[src/rtl/pipe_ser.sv]
// pipe_ser: parallel-to-serial transmitter, MSB first, frame strobe per data bit, optional idle gap.
// Latency: first bit 1 cycle after handshake; backpressure via o_ready (IDLE, or last bit when GAP==0).
module pipe_ser #(
  parameter int W_DATA = 32,
  parameter int GAP    = 1
) (
  input  logic              i_clk,
  input  logic              resetn,
  input  logic [W_DATA-1:0] i_data,
  input  logic              i_valid,
  output logic              o_ready,
  output logic              o_sdata,
  output logic              o_sframe,
  output logic              o_busy
);

  localparam int W_CNT = $clog2(W_DATA);

  localparam logic [1:0] ST_IDLE  = 2'd0;
  localparam logic [1:0] ST_SHIFT = 2'd1;
  localparam logic [1:0] ST_GAP   = 2'd2;

  logic [1:0]        state;
  logic [1:0]        state_nxt;
  logic [W_DATA-1:0] shreg;
  logic [W_CNT-1:0]  bit_cnt;
  logic [7:0]        gap_cnt;
  logic              last_bit;
  logic              hs;

  assign last_bit = (state == ST_SHIFT) && (bit_cnt == '0);
  assign o_ready  = (state == ST_IDLE) || (last_bit && (GAP == 0));
  assign hs       = i_valid && o_ready;

  // The shift register drains to zero by the last bit, so its MSB is already 0 outside a frame.
  assign o_sdata  = shreg[W_DATA-1];

  always_comb begin
    state_nxt = state;
    case (state)
      ST_IDLE: begin
        if (hs) state_nxt = ST_SHIFT;
      end
      ST_SHIFT: begin
        if (last_bit) begin
          if (GAP > 0)  state_nxt = ST_GAP;
          else if (!hs) state_nxt = ST_IDLE;
        end
      end
      ST_GAP: begin
        if (gap_cnt == 8'd0) state_nxt = ST_IDLE;
      end
      default: state_nxt = ST_IDLE;
    endcase
  end

  always_ff @(posedge i_clk or negedge resetn) begin
    if (!resetn) begin
      state    <= ST_IDLE;
      shreg    <= '0;
      bit_cnt  <= '0;
      gap_cnt  <= 8'd0;
      o_sframe <= 1'b0;
      o_busy   <= 1'b0;
    end else begin
      state    <= state_nxt;
      o_sframe <= (state_nxt == ST_SHIFT);
      o_busy   <= (state_nxt != ST_IDLE);

      if (hs) begin
        shreg   <= i_data;
        bit_cnt <= W_CNT'(W_DATA - 1);
      end else if (state == ST_SHIFT) begin
        shreg <= {shreg[W_DATA-2:0], 1'b0};
        if (!last_bit) bit_cnt <= bit_cnt - 1'b1;
      end

      if (last_bit && (GAP > 0)) gap_cnt <= 8'(GAP - 1);
      else if (state == ST_GAP)  gap_cnt <= gap_cnt - 8'd1;
    end
  end

endmodule

[config.mk]
export PLATFORM = sky130hd
export DESIGN_NAME = pipe_ser
export DESIGN_NICKNAME = d
export VERILOG_FILES = /design/src/rtl/pipe_ser.sv
export SDC_FILE = /design/constraint.sdc
export NUM_CORES = 1
export LEC_CHECK = 0
export BUFFER_PORTS_ARGS = -buffer_cell sky130_fd_sc_hd__clkbuf_2
export CORE_MARGIN = 2
export CORE_UTILIZATION = 51
export CTS_CLUSTER_SIZE = 25
export DETAILED_ROUTE_END_ITERATION = 10
export PLACE_DENSITY = 0.73
export SLEW_MARGIN = 10
export SYNTH_ARGS = -nofsm -noshare
export SYNTH_HDL_FRONTEND = slang
export SYNTH_SLANG_ARGS = --single-unit
[constraint.sdc]
create_clock -name i_clk -period 1.8 [get_ports i_clk]
set_clock_uncertainty 0.1 [all_clocks]
set_input_delay 0.09 -clock i_clk [delete_from_list [all_inputs] [get_ports i_clk]]
set_output_delay 0.09 -clock i_clk [all_outputs]
set_load 0.1 [all_outputs]
=== After elaboration in Yosys (flattened, before gate mapping) ===
Index checks and enable logic that the tools add are counted.

* Register bits after elaboration: 49
* Bits of input ports: 35
* Output and inout bits: 4
* Logic and storage cells: 32

* Add/subtract/negate cells: 2
* Equality and inequality tests: 4
* Mux-type cells: 11
* Reduce and logical (&&, ||, !) cells: 9

{| class="wikitable"
|+ Operator list
! kind !! number
|-
| 32-bit 2-to-1 mux || 2
|-
| 8-bit 2-to-1 mux || 2
|-
| 5-bit 2-to-1 mux || 3
|-
| 8-bit zero test || 1
|-
| 8-bit by 1-bit subtractor with 8-bit output (second input constant) || 1
|-
| 2-bit 2-to-1 mux || 3
|-
| 2-bit case mux with 3 select lines || 1
|-
| 2-bit nonzero test || 3
|-
| 5-bit zero test || 1
|-
| 5-bit by 1-bit subtractor with 5-bit output (second input constant) || 1
|-
| 2-bit by 1-bit equality test with 1-bit output (second input constant) || 2
|-
| 2-bit equality test (second input constant) || 1
|-
| 1-bit logical AND || 2
|-
| 2-bit zero test || 1
|-
| 2-bit by 1-bit != test with 1-bit output (second input constant) || 1
|-
| 2-bit AND reduction || 1
|}

=== Longest topological paths before layout ===
Gate-level depths: netlist of run 1.

* Depth in word-level cells: 5
* Gate-level depth with buffers: 7
* Depth with buffers taken out: 6

=== Worst setup path after synthesis of run 1 ===
OpenSTA, ideal clock, no wires.

* Path kind: reg-to-output
* From: register state[0]
* To: output o_ready
* Data arrival time: 1.980 ns
* Required time: 1.610 ns
* Slack: -0.370 ns
* Cell stages (with the launch flop): 4
* Path buffers: 2
* Path through: dfrtp_1 clkbuf_1 clkbuf_1 nor2_1

* Cells in the longest elaborated chain, start to end: 1

{| class="wikitable"
|+ RTL lines
! what !! RTL line !! text
|-
| from (decl) || 23 || <nowiki>logic [1:0] state;</nowiki>
|-
| from (signal assigned) || 66 || <nowiki>state <= state_nxt;</nowiki>
|-
| 2-bit zero test || 32 || <nowiki>assign o_ready = (state == ST_IDLE) || (last_bit && (GAP == 0));</nowiki>
|-
| to (decl) || 11 || <nowiki>output logic o_ready,</nowiki>
|}

No other way between the ends.

=== Worst setup path in the final report of run 1 ===
* From: register bit_cnt[1]
* To: register gap_cnt[5]

* Cells in the longest elaborated chain, start to end: 3
* Elaborated cells between the ends (all ways): 4
* Those cells by class: 1 x mux; 3 x reduce/logical

{| class="wikitable"
|+ RTL lines
! what !! RTL line !! text
|-
| from (decl) || 26 || <nowiki>logic [W_CNT-1:0] bit_cnt;</nowiki>
|-
| from (signal assigned) || 72 || <nowiki>bit_cnt <= W_CNT'(W_DATA - 1);</nowiki>
|-
| from (signal assigned) || 75 || <nowiki>if (!last_bit) bit_cnt <= bit_cnt - 1'b1;</nowiki>
|-
| 5-bit zero test (*) || 31 || <nowiki>assign last_bit = (state == ST_SHIFT) && (bit_cnt == '0);</nowiki>
|-
| 1-bit logical AND (*) || 31 ||
|-
| 8-bit 2-to-1 mux or 2-bit nonzero test (tied branches) || -- ||
|-
| to (signal assigned) || 78 || <nowiki>if (last_bit && (GAP > 0)) gap_cnt <= 8'(GAP - 1);</nowiki>
|-
| to (signal assigned) || 79 || <nowiki>else if (state == ST_GAP) gap_cnt <= gap_cnt - 8'd1;</nowiki>
|-
| to (decl) || 27 || <nowiki>logic [7:0] gap_cnt;</nowiki>
|}

Every way passes the cells marked *; elsewhere a longest branch is shown, timed or not.
A chain may end at the register's enable or synchronous reset.

==> impl_results.md, run 1 <==
* Dpl cells at 359
* Worst Tran Pin Value at approximately 0.7 ns
* I/O Buffers at 38
* Vias in the first global route at 2034
* Net Sw Frac at 37.6%
* Final wirelength at ~5.4 mm
* Die W at 74.0 µm
* DR pass1 iterations at 4
* Fin. max-slew vios at 0
* Outcome: finished, violations left
* Buf/Inv on CP at 1
* Core area at 4720 µm²
* Slew HR at 54.7%
* Fill cells at a little under 400
* Synth-to-Final Area Change at 27.5%
* Global route total overflow at 0
* DP Wirelength at 3.62 mm
* Clk Latency, worst-skew pair at 0.30 ns
* Yosys reg bits at just under 50
* Antenna-violating nets left at 0
* Clock Root Buffer: clkbuf_8
* Failing checks: hold timing
* Hold depth at 3
* Netlist cell types at 31
* Die area at approximately 5500 µm²
* DR DRC count at 0
* Worst Slack Setup Final at 0.0617 ns
* Sequential-to-total area share from yosys stat at approximately half
* CTS tree: yes
* Via Count at 2089
* Multi-input gate area at 1190 µm²
* Max incr delay on CP at 0.49 ns
* Sequential power share at 45.3%
* Nets at between 300 and 400
* R2r startpoint: bit_cnt[1]$_DFFE_PN0P_
* Drt wl/cell at 13.7 µm
* FP Rows at 25
* Required time worst endpoint at between 1.5 and 2 ns
* Pwr dens at approximately 1300 nW/µm²
* H-tree levels at 2
* Clk buf depth at 2
* Leak Pwr at 1.47 nW
* Endpoints failing setup at 0
* Post-route cell area at 3190 µm²
* CP Cell Sequence: inv_2 -> ha_2 -> or4b_4 -> nand2b_4 -> o311ai_4 -> o41ai_2
* Max VDD drop at 0.000768 V
* Gr usage total at 21.5%
* Initial antenna violation count at 0
* Reg2Reg Setup Slack at 0.06 ns
* Yosys warns at 0
* IO Pins at 39
* CP delay by family, top: simple AND/OR/NAND/NOR gates
* Layout cells sized above 1 at 23.6%
* Slowest CP cell: or4b_4
* R2r endpoint: gap_cnt[5]$_DFFE_PN0P_
* Cts bufs inserted at 5
* Clock-pin transition on the worst setup and hold timing paths at 0.09 ns
* CP Capture Type: flip-flop
* Sw power at 1.58 mW
* Synthesized instance count at 259
* Vias per Instance at 5.32
* Int Pwr at roughly 2.6 mW
* Iter 0 DRT Violations at 159
* Final hold slack at -0.00349 ns
* Number of max-cap violations at 0
* Setup CP Type: flip-flop to flip-flop
* Final hold violations at 1
* Final Util at 67.5%
* Post-layout minimum cycle time at 1.74 ns
* Gate power share at 38.1%
* # clock sinks at 49
* Clock group share of total power at 16.6%
* Post-Syn Area per Cell at around 9.7 µm²
* Hold path startpoint: i_data[10]
* Initial Utilization at 53.0%
* Most frequent cells in the layout: dfrtp_1, clkbuf_2, o21ai_0, nor2b_1, a21oi_1
* Global-route wire length before repair at 9.14 mm
* Setup crit start kind: flip-flop
* RD Place Congestion at 0.790
* FF+latch area at 1230 µm²
* Final worst path period share at 96.6%
* Hold Path Sink: shreg[10]$_DFFE_PN0P_
* Critical path peak fanout at 5
* Syn_nets at 298
* Total power at 4.19 mW
* Arr. time, crit path at 1.82 ns
* Most common cell after layout, fill and taps aside: dfrtp_1
* Mapped Area at 2500 µm²
* R2R cell count at 6
* Ant. Diodes at 0
* Largest net degree at the start of global routing at 34
* Setup WS pre-CTS at 0.0234 ns
* Die height at roughly 74 µm
* Worst min-delay path class: input pin to flip-flop
* DP Area at about 2800 µm²
* Final cell count without fillers at 393
* Fmax at 575 MHz
* Sum Neg Setup Slack at 0 ns
[power groups by stage]
stage	clock network (mW)	logic (mW)	registers, mW
after CTS	0.725	1.57	1.89
after global routing	0.758	1.81	1.96
final	0.697	1.60	1.90
after floorplan	0	1.01	1.99
after global placement	0	1.48	1.89
after detailed placement	0	1.53	1.91
[routing by layer]
layer	vias up	track usage (%)	share of wire (%)
li1	1057	-	-
met1	987	28.7	46
met2	40	36.3	50
met3	5	4.47	3.9
met4	0	4.85	0.80
met5	-	0	0
[logic make-up (layout without fill, tap and decap cells)]
logic type	count (synthesis)	after routing	synth area share, %
adder cells (fa/ha/maj)	4	4	2.00
buffers and inverters	24	90	4.40
XOR/XNOR	3	3	1.05
AND/OR/NAND/NOR	71	72	16.9
flip-flops	49	49	49.0
multiplexers	2	2	0.800
AO/OA/AOI/OAI	106	106	25.8
[how the worst max path moves through the flow]
| stage | start | to | slack, ns | depth (start not counted) |
|---|---|---|---|---|
| 6_report | bit_cnt[1]$_DFFE_PN0P_ | gap_cnt[5]$_DFFE_PN0P_ | 0.06 | 6 |
| 2_1_floorplan | bit_cnt[0]$_DFFE_PN0P_ | gap_cnt[5]$_DFFE_PN0P_ | 0.04 | 7 |
| 3_3_place_gp | bit_cnt[0]$_DFFE_PN0P_ | gap_cnt[5]$_DFFE_PN0P_ | 0.07 | 6 |
| 3_5_place_dp | bit_cnt[0]$_DFFE_PN0P_ | gap_cnt[5]$_DFFE_PN0P_ | 0.02 | 6 |
| 4_1_cts | bit_cnt[0]$_DFFE_PN0P_ | gap_cnt[5]$_DFFE_PN0P_ | 0.009 | 6 |
| 5_1_grt | bit_cnt[1]$_DFFE_PN0P_ | gap_cnt[4]$_DFFE_PN0P_ | -0.002 | 6 |
[what timing repair did]
item,in CTS,in global routing
gates resized for setup,0,4
setup endpoints to repair,0,9
hold buffers,23,0
hold endpoints to repair,47,0
buffers inserted,0,2
[tightest hold or removal path, stage by stage]
cell and delay [ns]:
clkbuf_2 0.07, a21oi_1 0.05, o21ai_0 0.14
[registers in the layout, indices dropped and copies added, names as in the netlist]
| name | count |
|---|---|
| state | 2 |
| shreg | 32 |
| o_busy | 1 |
| bit_cnt | 5 |
| gap_cnt | 8 |
| o_sframe | 1 |
[cell type report]
type / count / share of cell area [%]
Tap cell: 67 / 2.63
Multi-Input combinational cell: 187 / 37.2
Clock inverter: 1 / 0.157
Inverter: 4 / 0.471
Sequential cell: 49 / 38.4
Timing Repair Buffer: 78 / 18.0
Clock buffer: 7 / 3.02
[synthesized netlist by cell type, drive strengths merged]
cell	number	share of area, %
or4b	1	0.55
a21oi	32	6.4
xor2	2	0.70
and2b	1	0.30
nor2	6	0.90
nand2	11	1.7
dfrtp	49	49
inv	4	0.60
xnor2	1	0.35
o211ai	1	0.30
or4	1	0.45
o311ai	1	1.1
or3	3	0.75
nand3b	1	0.30
a31o	1	0.35
nand2b	3	1.4
o41ai	1	0.65
nor3	2	0.60
a22oi	31	9.3
buf	9	2.1
mux2i	2	0.80
nand3	9	1.8
nor2b	33	8.3
o21ai	39	7.8
clkbuf	11	1.7
ha	4	2.0
Power figures use the tool's default switching activity.
==> run 2: changes to the inputs <==
--- a/config.mk
+++ b/config.mk
@@ -7,10 +7,10 @@
 export LEC_CHECK = 0
 export BUFFER_PORTS_ARGS = -buffer_cell sky130_fd_sc_hd__clkbuf_2
 export CORE_MARGIN = 2
-export CORE_UTILIZATION = 51
+export CORE_UTILIZATION = 47
 export CTS_CLUSTER_SIZE = 25
 export DETAILED_ROUTE_END_ITERATION = 10
-export PLACE_DENSITY = 0.73
+export PLACE_DENSITY = 0.65
 export SLEW_MARGIN = 10
 export SYNTH_ARGS = -nofsm -noshare
 export SYNTH_HDL_FRONTEND = slang
==> constraint.sdc (replaced) <==
create_clock -name i_clk -period 1.6 [get_ports i_clk]
set_clock_uncertainty 0.1 [all_clocks]
set_input_delay 0.08 -clock i_clk [delete_from_list [all_inputs] [get_ports i_clk]]
set_output_delay 0.08 -clock i_clk [all_outputs]
set_load 0.1 [all_outputs]
==> impl_results.md, run 2 (synthesis results as in run 1) <==
* Setup crit start kind: flip-flop (unchanged)
* DP Wirelength at 3.74 mm (was 3.62 mm)
* Drt wl/cell at 14.4 µm (was 13.7 µm)
* Failing checks: setup timing (was hold timing)
* Outcome: finished, violations left (unchanged)
* DR DRC count at 0 (unchanged)
* Reg with most FFs: shreg (unchanged)
* # clock sinks at 49 (unchanged)
* Vias in the first global route at 2323 (was 2034)
* Number of flip-flops in the largest register at 32 (unchanged)
* R2r startpoint: bit_cnt[1]$_DFFE_PN0P_ (unchanged)
* Clock-pin transition on the worst setup and hold timing paths at 0.08 ns (was 0.09 ns)
* Worst Tran Pin Value at 0.543 ns (was 0.680 ns)
* Clk buf depth at 2 (unchanged)
* Global-route wire length before repair at 10.2 mm (was 9.14 mm)
* Ant. Diodes at 0 (unchanged)
* Cts bufs inserted at 5 (unchanged)
* Final hold violations at 0 (was 1)
* RSZ-0062 raised after global routing: yes
* Layout cells sized above 1 at 26.5% (was 23.6%)
* Global route total overflow at 0 (unchanged)
* CTS tree: yes (unchanged)
* Via Count at 2200 (was 2089)
* Gr usage total at 21.4% (was 21.5%)
* Final hold slack at 0.00405 ns (was -0.00349 ns)
* Die area at 5920 µm² (was 5480 µm²)
* Antenna-violating nets left at 0 (unchanged)
* CP Capture Type: flip-flop (unchanged)
* Clk Latency, worst-skew pair at 0.30 ns (about the same)
* Hold path startpoint: i_data[14] (was i_data[10])
* Clock Root Buffer: clkbuf_8 (unchanged)
* Fin. max-slew vios at 0 (unchanged)
* Synth-to-Final Area Change at 37.3% (was 27.5%)
* RD Place Congestion at 0.790 (about the same)
* Setup CP Type: flip-flop to flip-flop (unchanged)
* Pwr dens at 1520 nW/µm² (was 1310 nW/µm²)
* Largest net degree at the start of global routing at 30 (was 34)
* Endpoints failing setup at 11 (was 0)
* Total power at 5.24 mW (was 4.19 mW)
* Post-layout minimum cycle time at 1.72 ns (was 1.74 ns)
* Arr. time, crit path at 1.79 ns (was 1.82 ns)
* Final worst path period share at 107% (was 96.6%)
* Worst min-delay path class: input pin to flip-flop (unchanged)
* DR pass1 iterations at 4 (unchanged)
* Most frequent cells in the layout: dfrtp_1, clkbuf_2, nor2b_1, a21oi_1 (was dfrtp_1, clkbuf_2, o21ai_0, nor2b_1, a21oi_1)
* Most common cell after layout, fill and taps aside: dfrtp_1 (unchanged)
* Initial antenna violation count at 0 (unchanged)
* Largest registers: shreg (32), gap_cnt (8), bit_cnt (5) (unchanged)
* DP Area at 2900 µm² (was 2830 µm²)
* Nets at 382 (was 364)
* Leak Pwr at 1.59 nW (was 1.47 nW)
* I/O Buffers at 38 (unchanged)
* Iter 0 DRT Violations at 105 (was 159)
* Core area at 5110 µm² (was 4720 µm²)
* Required time worst endpoint at 1.68 ns (was 1.88 ns)
* Die height at 77.0 µm (was 74.0 µm)
* Number of max-cap violations at 0 (unchanged)
* Initial Utilization at 49.0% (was 53.0%)
* Critical Path Source: bit_cnt[1]$_DFFE_PN0P_ (unchanged)
* Critical path peak fanout at 5 (unchanged)
* FP Rows at 26 (was 25)
* Fmax at 583 MHz (was 575 MHz)
* H-tree levels at 2 (unchanged)
* Die W at 77.0 µm (was 74.0 µm)
* Final wirelength at 5.94 mm (was 5.37 mm)
* Slew HR at 64.0% (was 54.7%)
* Worst Slack Setup Final at -0.116 ns (was 0.0617 ns)
* Vias per Instance at 5.31 (was 5.32)
* Post-route cell area at 3440 µm² (was 3190 µm²)
* IO Pins at 39 (unchanged)
* Max VDD drop at 0.000934 V (was 0.000768 V)
[run 2: cell types whose count changed in the layout (fill, tap and decap cells not counted), moves of 3 or more]
cell           before  now
dlygate4sd3_1      23   31
o21ai_0            32   29
o21ai_1             7   10
buf_4              16   23
[run 2: worst paths after layout]
kind,endpoint,slack [ns],cells after the start
max,gap_cnt[5]$_DFFE_PN0P_,-0.12,6
min,shreg[14]$_DFFE_PN0P_,0.004,3
max reg2reg,gap_cnt[5]$_DFFE_PN0P_,-0.12,6
min reg2reg,gap_cnt[7]$_DFFE_PN0P_,0.42,1
max in group asynchronous,shreg[17]$_DFFE_PN0P_,0.93,3
min in group asynchronous,shreg[5]$_DFFE_PN0P_,0.20,3
[run 2: cell type report]
| class | count | area, µm² |
|---|---|---|
| fillers | 435 | 1670 |
| flip-flops and latches | 49 | 1230 |
| multi-input cells | 187 | 1220 |
| repair buffers | 96 | 754 |
| well taps | 70 | 87.6 |
| clock buffers | 5 | 68.8 |
| clock inverters | 3 | 65.1 |
| inverters | 4 | 15.0 |
[run 2: power by group]
part | internal, mW | switching [mW]
sequential | 1.75 | 0.364
combinational | 0.990 | 1.10
clock | 0.621 | 0.410
[run 2: routing by layer]
metal / up-vias / global-route usage [%] / wire (µm)
li1: 1096 / - / -
met3: 8 / 3.06 / 175
met5: - / 0 / 0
met1: 1060 / 25.5 / 2670
met4: 0 / 7.64 / 82
met2: 36 / 38.9 / 3010
[run 2: worst max-delay path, cell delays in order, from the launching register on]
cell	delay, ns
dfrtp_1	0.40
inv_2	0.08
ha_4	0.13
or4b_4	0.49
nand2b_4	0.20
o311ai_4	0.07
o41ai_2	0.12
[run 2: metrics by stage]
stage               setup TNS, ns  std cells  worst slack [ns]  util, %
global route                -1.42        414            -0.176     67.3
global placement           -0.453        369           -0.0966     56.7
CTS                        -0.697        411            -0.103     66.4
detailed placement         -0.822        369            -0.149     56.7
floorplan                  -0.780        259            -0.130        -
finish                     -0.567        414            -0.116     67.3
[run 2: what timing repair did]
item | CTS | global route
setup buffers | 2 | 3
hold buffers | 31 | 0
gates resized for setup | 6 | 10
pin swaps | 1 | 1
gates cloned | 1 | 0
endpoints found under the hold margin | 79 | 0
setup endpoints to repair | 13 | 21
